`src/rtl/ntt_pkg.sv`:
```
// Shared NTT constants: coefficient width, modulus and default multiplier latency.
package ntt_pkg;

  localparam int DATA_W      = 12;
  localparam int NTT_Q       = 3329;
  localparam int MUL_LATENCY = 4;

  typedef logic [DATA_W-1:0] coef_t;

  // True when a coefficient is not a canonical residue in [0, q).
  function automatic logic coef_out_of_range(input coef_t v, input int q);
    return (int'(v) >= q);
  endfunction

endpackage

```
`src/rtl/mul_result_fifo.sv`:
```
// Synchronous result FIFO: registered write, combinational read from the head.
// Storage is not reset; only pointers and occupancy are.
module mul_result_fifo #(
  parameter int DEPTH = 8,
  parameter int WIDTH = 20
) (
  input  logic                     clk,
  input  logic                     rst,
  input  logic                     push,
  input  logic [WIDTH-1:0]         wdata,
  input  logic                     pop,
  output logic [WIDTH-1:0]         rdata,
  output logic [$clog2(DEPTH):0]   count,
  output logic                     empty,
  output logic                     full
);

  localparam int AW = $clog2(DEPTH);

  logic [WIDTH-1:0] mem [DEPTH];
  logic [AW-1:0]    wr_ptr;
  logic [AW-1:0]    rd_ptr;
  logic             do_pop;

  assign do_pop = pop & ~empty;

  // Data storage: written at the tail, never cleared.
  always_ff @(posedge clk) begin
    if (push) mem[wr_ptr] <= wdata;
  end

  // Pointers wrap naturally because DEPTH is a power of two.
  always_ff @(posedge clk or posedge rst) begin
    if (rst) begin
      wr_ptr <= '0;
      rd_ptr <= '0;
    end else begin
      if (push)   wr_ptr <= wr_ptr + AW'(1);
      if (do_pop) rd_ptr <= rd_ptr + AW'(1);
    end
  end

  // Occupancy: simultaneous push and pop leaves it unchanged.
  always_ff @(posedge clk or posedge rst) begin
    if (rst) begin
      count <= '0;
    end else if (push && !do_pop) begin
      count <= count + (AW+1)'(1);
    end else if (!push && do_pop) begin
      count <= count - (AW+1)'(1);
    end
  end

  assign empty = (count == '0);
  assign full  = (count == (AW+1)'(DEPTH));
  assign rdata = empty ? '0 : mem[rd_ptr];

endmodule

```
`src/rtl/mul_stream_ctrl.sv`:
```
// Streaming controller around the free-running modular multiplier (q = 3329).
// Tracks in-flight operations with a valid/tag shift register matching the
// multiplier latency and buffers results in a FIFO. Because the multiplier
// cannot stall, admission is credit based: an op is accepted only if its
// result is guaranteed a FIFO slot.
// Optional build macro: MUL_RANGE_CHECK_EN adds a sticky operand-range flag.
module mul_stream_ctrl
  import ntt_pkg::*;
#(
  parameter int LATENCY    = MUL_LATENCY,
  parameter int FIFO_DEPTH = 8,
  parameter int TAG_W      = 8,
  parameter int Q          = NTT_Q
) (
  input  logic              clk,
  input  logic              rst,
  input  logic              in_valid,
  output logic              in_ready,
  input  logic [DATA_W-1:0] in_a,
  input  logic [DATA_W-1:0] in_b,
  input  logic [TAG_W-1:0]  in_tag,
  output logic [DATA_W-1:0] mul_in1,
  output logic [DATA_W-1:0] mul_in2,
  input  logic [DATA_W-1:0] mul_res,
  output logic              out_valid,
  input  logic              out_ready,
  output logic [DATA_W-1:0] out_data,
  output logic [TAG_W-1:0]  out_tag,
  output logic              err
);

  localparam int CNT_W  = $clog2(FIFO_DEPTH) + 1;
  localparam int FIFO_W = DATA_W + TAG_W;

  if (LATENCY < 1 || FIFO_DEPTH < LATENCY + 1 || (FIFO_DEPTH & (FIFO_DEPTH - 1)) != 0 ||
      Q < 2 || Q >= (1 << DATA_W)) begin : g_bad_cfg
    $error("mul_stream_ctrl: unsupported LATENCY/FIFO_DEPTH/Q combination");
  end

  logic               accept;
  logic               retire;
  logic [LATENCY-1:0] vld_p;
  logic [TAG_W-1:0]   tag_p [LATENCY];
  logic [CNT_W-1:0]   inflight;
  logic [CNT_W-1:0]   fifo_count;
  logic [CNT_W:0]     credit_used;
  logic               fifo_empty;
  logic               fifo_full;
  logic               fifo_pop;
  logic [FIFO_W-1:0]  fifo_rdata;

  assign accept = in_valid & in_ready;
  assign retire = vld_p[LATENCY-1];

  // Idle cycles feed zeros so the multiplier never sees stale operands.
  assign mul_in1 = accept ? in_a : '0;
  assign mul_in2 = accept ? in_b : '0;

  // Credits come from registered state only: out_ready never reaches in_ready.
  assign credit_used = {1'b0, inflight} + {1'b0, fifo_count};
  assign in_ready    = ~fifo_full & (credit_used < (CNT_W+1)'(FIFO_DEPTH));

  // ---- tracking stages p0..p(LATENCY-1): valid bits shift in step with the multiplier
  always_ff @(posedge clk or posedge rst) begin
    if (rst) begin
      vld_p <= '0;
    end else begin
      vld_p[0] <= accept;
      for (int i = 1; i < LATENCY; i++) vld_p[i] <= vld_p[i-1];
    end
  end

  // Tags travel with the valid bits; data-only, so no reset.
  always_ff @(posedge clk) begin
    tag_p[0] <= in_tag;
    for (int i = 1; i < LATENCY; i++) tag_p[i] <= tag_p[i-1];
  end

  // In-flight counter: +1 per accept, -1 per result retired into the FIFO.
  always_ff @(posedge clk or posedge rst) begin
    if (rst) begin
      inflight <= '0;
    end else if (accept && !retire) begin
      inflight <= inflight + CNT_W'(1);
    end else if (!accept && retire) begin
      inflight <= inflight - CNT_W'(1);
    end
  end

  // ---- result stage: push on the edge the multiplier output is sampled
  assign fifo_pop = out_valid & out_ready;

  mul_result_fifo #(
    .DEPTH (FIFO_DEPTH),
    .WIDTH (FIFO_W)
  ) u_fifo (
    .clk   (clk),
    .rst   (rst),
    .push  (retire),
    .wdata ({mul_res, tag_p[LATENCY-1]}),
    .pop   (fifo_pop),
    .rdata (fifo_rdata),
    .count (fifo_count),
    .empty (fifo_empty),
    .full  (fifo_full)
  );

  assign out_valid = ~fifo_empty;
  assign out_data  = fifo_rdata[FIFO_W-1:TAG_W];
  assign out_tag   = fifo_rdata[TAG_W-1:0];

`ifdef MUL_RANGE_CHECK_EN
  logic err_q;

  // Sticky flag for any accepted operand outside [0, Q); the op still proceeds.
  always_ff @(posedge clk or posedge rst) begin
    if (rst) begin
      err_q <= 1'b0;
    end else if (accept && (coef_out_of_range(in_a, Q) || coef_out_of_range(in_b, Q))) begin
      err_q <= 1'b1;
    end
  end

  assign err = err_q;
`else
  assign err = 1'b0;
`endif

endmodule

```
`config.mk`:
```
export PLATFORM = sky130hd
export DESIGN_NAME = mul_stream_ctrl
export DESIGN_NICKNAME = d
export VERILOG_FILES = /design/src/rtl/ntt_pkg.sv /design/src/rtl/mul_result_fifo.sv /design/src/rtl/mul_stream_ctrl.sv
export SDC_FILE = /design/constraint.sdc
export NUM_CORES = 1
export LEC_CHECK = 0
export BUFFER_PORTS_ARGS = -buffer_cell sky130_fd_sc_hd__buf_2
export CAP_MARGIN = 20
export CORE_MARGIN = 2
export CORE_UTILIZATION = 52
export DETAILED_ROUTE_END_ITERATION = 8
export GPL_ROUTABILITY_DRIVEN = 0
export GPL_TIMING_DRIVEN = 0
export PLACE_DENSITY_LB_ADDON = 0.08
export RECOVER_POWER = 50
export SLEW_MARGIN = 20
export SYNTH_ARGS = -nofsm -noshare
export SYNTH_HDL_FRONTEND = slang
export SYNTH_SLANG_ARGS = --single-unit
export TNS_END_PERCENT = 1
```
`constraint.sdc`:
```
create_clock -name clk -period 3.15 [get_ports clk]
set_input_delay 0.1575 -clock clk [delete_from_list [all_inputs] [get_ports clk]]
set_output_delay 0.1575 -clock clk [all_outputs]
set_load 0.02 [all_outputs]
```
* Word-level counts from Yosys, hierarchy flattened *
Memory sizes are Yosys's and may differ from the RTL's.
Cells that the tools add are included.

storage, ports and cells
  register bits after elaboration = 18
  bits in latches = 0
  bits in writable memories = 192
  memory bits (read-only) = 0
  input port bits = 48
  output and inout port bits = 47
  logic and storage cells = 41
  memories = 2

cells by class
  add/sub/neg operators = 7
  multiply operators = 0
  div/mod/pow operators = 0
  magnitude comparators = 1
  eq/ne operators = 1
  shift-type cells = 0
  mux-type cells = 9
  bitwise operators = 6
  reductions and logical operators = 10

memories
  memory      depth  bits a word  rd ports  clocked after Yosys merged registers in  wr ports  line                   RTL
  u_fifo.mem  8      20           1         0                                        1         mul_result_fifo.sv:20  logic [WIDTH-1:0] mem [DEPTH];
  tag_p       4      8            4         0                                        4         mul_stream_ctrl.sv:43  logic [TAG_W-1:0] tag_p [LATENCY];

operators with widths
  cell                                                         number
  2-to-1 mux 12 bit                                            2
  2-to-1 mux 20 bit                                            1
  2-to-1 mux 4 bit                                             4
  adder 4 x 1 -> 4 bit (second input constant)                 2
  subtractor 4 x 1 -> 4 bit (second input constant)            2
  adder 3 x 1 -> 3 bit (second input constant)                 2
  adder 4 x 4 -> 5 bit                                         1
  less-than comparator 5 x 4 -> 1 bit (second input constant)  1
  bitwise AND 1 bit                                            4
  equality test 4 bit (second input constant)                  1
  logical AND 1 bit                                            4
  logical NOT 4 bit                                            1
  nonzero test 2 bit                                           2
  logical NOT 1 bit                                            3
  2-to-1 mux 1 bit                                             2
  NOT 1 bit                                                    2

* Depth between registers and ports, before layout *
  word-level depth = 8
  mapped depth = 10
  depth with buffers taken out = 9

* Hierarchy *
Synthesis repeated with hierarchy kept, for this count alone.

unflattened totals
  cell total of the unflattened synthesis = 402
  area total of the unflattened synthesis = 7,926.4 um^2

modules (own cells, without submodules)
  module           instances  cells an instance  area each (um^2)  seq. area each (um^2)
  mul_result_fifo  1          297                6,597.6           5,054.8
  mul_stream_ctrl  1          105                1,328.8           840.8

* Worst setup path before layout *
No wires, ideal clock.

  kind = reg-to-reg
  start point = reg inflight[3]
  end point = reg inflight[3]
  setup time = 0.131 ns
  arrival time = 2.991 ns
  required time = 3.019 ns
  path slack = 0.028 ns
  stages on the path, launching flop included = 11
  buffers on the path = 1
  clock period less this slack = 3.122 ns
  cell sequence = dfrtp_1 ha_1 or4b_1 a211oi_2 buf_2 ha_1 inv_1 ha_1 or4_1 nand3_1 o211ai_1

on the way
  word-level cells in the longest chain between the ends = 7
  elaborated cells on any way between the ends = 12
  classes of those cells = add/sub (3); order compare (1); mux (2); bitwise (2); reduce/logical (4)

RTL lines
  element                                line                   RTL
  start, declared                        mul_stream_ctrl.sv:44  logic [CNT_W-1:0] inflight;
  start signal, assigned                 mul_stream_ctrl.sv:84  inflight <= inflight + CNT_W'(1);
  start signal, assigned                 mul_stream_ctrl.sv:86  inflight <= inflight - CNT_W'(1);
  adder 4 x 4 -> 5 bit *                 mul_stream_ctrl.sv:60  assign credit_used = {1'b0, inflight} + {1'b0, fifo_count};
  less-than comparator 5 x 4 -> 1 bit *  mul_stream_ctrl.sv:61  assign in_ready = ~fifo_full & (credit_used < (CNT_W+1)'(FIFO_DEPTH));
  bitwise AND 1 bit *                    mul_stream_ctrl.sv:61
  bitwise AND 1 bit *                    mul_stream_ctrl.sv:52  assign accept = in_valid & in_ready;
  named net accept                       mul_stream_ctrl.sv:40  logic accept;
  logical NOT 1 bit                      mul_stream_ctrl.sv:85  end else if (!accept && retire) begin
  logical AND 1 bit                      mul_stream_ctrl.sv:85
  nonzero test 2 bit (no source line)    --

The timed path passes the listed nets; every way through them passes the cells marked *. The select of a mux whose other input is x is not followed.
A chain may end at the register's enable or synchronous reset.

* Worst setup path after layout *
Same ends and word-level chain as after synthesis.

==> results.txt <==
- The flow ran to the end, and the final reports show no timing, DRC or antenna violations.
- Dominant delay contributor by cell family on the critical path: simple AND/OR/NAND/NOR gates
- The number of nets in the synthesized netlist is 459.
- Of the cells placed in the final design, the portion with a size suffix greater than 1 is 0.3523.
- The critical path is of the flop to flop type.
- The initial antenna violation count came to 0.
* Async SR Flop Fraction: 0.08571
* Total wire length: 14860 microns
- The core region is 15030 sq um.
- Startpoint of the worst register-to-register path: inflight[3]$_DFFE_PP0P_
* Worst-case vdd ir drop: 0.5819 mV
* Worst path buffer plus inverter count: 2
- Per-cell routed wire length: 19.82 microns
- The clock reaches the later pin of the worst-skew pair after 0.49 ns.
- Setup violations remaining at the end of the flow were counted as 0.
- The total overflow left after global routing is 0.
- The cell sitting at the root of the clock tree is a sky130_fd_sc_hd__clkbuf_16.
* Slowest stage cell, crit path: sky130_fd_sc_hd__or4b_4
* Antenna diode count: 0
* Number of I/O pins: 95
- Buffers on Ports: 93
- Number of buffers between clock root and the deepest sink: 3
* Number of violations of the max-capacitance limit: 0
- Die Height: 127.2 microns
* Worst path most repeated cell: sky130_fd_sc_hd__ha_4
- Yosys mapped the design onto 41 distinct sky130hd cell types.
- Type of the tightest min-delay check: input pin to flop
- Fin worst setup slack: 0.1692 ns
- The number of placed instances, taps included, is 687.
* Filler Cell Count: 1041
- Setup Slack @ Placement: -0.4159 ns
* Clock slew seen by the registers of the worst setup and hold paths: 0.06 ns
- At the pin with the least slew margin, the transition time is 0.7626 ns.
- The count of cells in the finished layout, fillers not included, comes to 750.
- Critical Path Fanout Max: 6
* Placed cell areas: 8750 sq um
- The tree built by TritonCTS fans out to 210 sinks.
- Row generation in the floorplan step produced 45 rows.
* Post-Layout Inst Area: 9689 sq um
- Storage cell area: 5896 sq um
* Leakage power total: 3.532 nW
- At the end of the flow the core is filled with cells to 0.6445.
- Count of H-tree levels built during CTS: 1
- Most common library cell in the layout ignoring fill and taps: sky130_fd_sc_hd__edfxtp_1
* Startpoint type of the worst setup path: flop
- Average footprint of a synthesized cell: 19.82 sq um
* Pins over their slew limit: 0
- Post-synthesis cell area: 7890 sq um
* Type of element capturing the critical path: flop
- Number of iterations in the first detailed-routing pass: 4
- Post-Syn Instances: 398
- Effective utilization at floorplan: 0.5248
- After the last flow step, the layout net total stands at 608.
- Walking the worst path, the cells encountered are ha_1, or4b_4, a211oi_4, buf_6, ha_4, inv_2, ha_4, or4_1, nand3_1, o211ai_1.
- Relative slew slack: 0.4904
* Commonest cells after routing, fill and taps aside: sky130_fd_sc_hd__edfxtp_1, sky130_fd_sc_hd__buf_2, sky130_fd_sc_hd__mux4_2, sky130_fd_sc_hd__dfxtp_1, sky130_fd_sc_hd__and2_1
- After detailed routing, the number of remaining DRC violations is 0.
- Min-Delay Startpoint: in_tag[3]
- Die area: 16170 sq um
* Register bit count reported by yosys: 210
* Number of vias after detailed routing: 4118
- Summed over all failing endpoints, the final setup total negative slack is 0 ns.
* Crit-path max cell delay: 0.55 ns
- Data on the critical path is required at its endpoint by 3.51 ns.
- The final count of hold timing violations was 0.
- Ratio of routed vias to standard cells: 5.491
* Post-DP HPWL: 9352 microns
- Across every metal layer, demand over resource in global routing totals 0.1906.
- Critical path data arrival time: 3.34 ns
* Post-synth EDFFs: 160
- Across the routed clock network, the largest skew measured is 0.005375 ns.
- On the final layout, the worst hold slack is 0.3041 ns.
- Min cycle time layout: 2.981 ns
- Ratio of final minimum period to clock period: 0.9463
- The number of clock buffers added by TritonCTS is 21.
- Vias in the first global route: 4411
- Top flip-flop cell by instance count after synthesis: sky130_fd_sc_hd__edfxtp_1
* Remaining number of nets flagged by the antenna check after routing: 0
* Count of warnings emitted by yosys: 0
- First-iteration detailed-routing DRC count: 355
- Area Overhead vs Synth: 22.80%
- Derived from the worst setup path, the maximum achievable clock frequency is 335.5 MHz.
* Area of the multi-input gates: 1954 sq um
* Critical path origin: inflight[3]$_DFFE_PP0P_
- Final Power: 9.205 mW
- Power spread over the standard cell area amounts to 950.1 nW/um^2.
* Wire length of the first global-routing pass: 23350 microns
- TritonCTS built the clock tree.
* Portion of the post-synthesis area used by sequential elements: 0.7472
- From left edge to right edge, the die measures 127.2 microns.
* RSZ-0062 raised after global routing: false
- Entering global routing, the biggest net connects 21 pins.
per-layer routing:
metal,vias to the layer above,track usage,part of all wire
met5,-,0,0
met2,127,0.3305,0.50
met3,21,0.03308,0.049
met1,2083,0.2571,0.44
li1,1887,-,-
met4,0,0.04266,0.014
cell usage after synthesis (all sizes together), types with 3 or more instances:
library cell,count,area (sq um)
inv,4,15.01
mux2,4,45.04
or3,4,25.02
mux4,40,900.9
nand3,5,25.02
xnor2,7,61.31
buf,15,91.33
edfxtp,160,4805
nand2b,3,18.77
nor2,6,22.52
a22o,20,175.2
or4,4,30.03
dfrtp,18,450.4
dfxtp,32,640.6
clkbuf,5,20.01
and2,25,158.9
ha,11,137.6
nand2,6,22.52
a21oi,4,20.02
nand3b,4,30.03
nor3,3,15.01
cell families after synthesis:
kind of cell / Yosys count / synth area share
AOI/OAI and AO/OA: 33 / 0.03425
muxes: 46 / 0.1224
buffers and inverters: 24 / 0.01601
adders and majority gates: 13 / 0.02252
and+or+nand+nor: 63 / 0.04821
xor gates and xnor gates: 8 / 0.008881
other: 1 / 0.0004753
DFF: 210 / 0.7472
flip-flops by register name, summed over array words and instances, names as in the netlist:
register and count:
vld_p 4, inflight 4, u_fifo.rd_ptr 3, u_fifo.count 4, u_fifo.wr_ptr 3, tag_p 32, u_fifo.mem 160
report_power, final:
group,internal (mW),switching [mW],total (mW)
combinational,1.53,1.83,3.37
clock,1.41,0.977,2.38
sequential,3.27,0.186,3.46
worst register-to-register path: stages (launching register included):
cell	delay, ns
sky130_fd_sc_hd__dfrtp_1	0.42
sky130_fd_sc_hd__ha_1	0.32
sky130_fd_sc_hd__or4b_4	0.55
sky130_fd_sc_hd__a211oi_4	0.26
sky130_fd_sc_hd__buf_6	0.15
sky130_fd_sc_hd__ha_4	0.15
sky130_fd_sc_hd__inv_2	0.07
sky130_fd_sc_hd__ha_4	0.24
sky130_fd_sc_hd__or4_1	0.52
sky130_fd_sc_hd__nand3_1	0.10
sky130_fd_sc_hd__o211ai_1	0.08
worst paths after layout:
check	endpoint	slack, ns	cells after the start
max	inflight[3]$_DFFE_PP0P_	0.17	10
min reg2reg	tag_p[3][1]$_DFF_P_	0.32	0
max reg2reg	inflight[3]$_DFFE_PP0P_	0.17	10
max in group asynchronous	u_fifo.rd_ptr[0]$_DFFE_PP0P_	2.36	3
min	tag_p[0][3]$_DFF_P_	0.30	2
min in group asynchronous	u_fifo.count[0]$_DFFE_PP0P_	0.34	3
timing repair:
| item | in CTS | in global routing |
|---|---|---|
| gates resized for setup | 6 | 3 |
| endpoints found under the hold margin | 123 | 0 |
| pin swaps | 1 | 1 |
| setup buffers | 3 | 0 |
| setup endpoints to repair | 3 | 2 |
| hold buffers | 22 | 0 |
layout make-up:
cell class	count	share of cell area
sequential	210	0.6085
multi-input combinational	164	0.2017
timing repair buffer	126	0.08226
clock buffer	28	0.06108
tap	188	0.02428
buffer	20	0.01214
clock inverter	10	0.008523
inverter	4	0.001550
No activity file was read; power rests on OpenSTA's default activity.
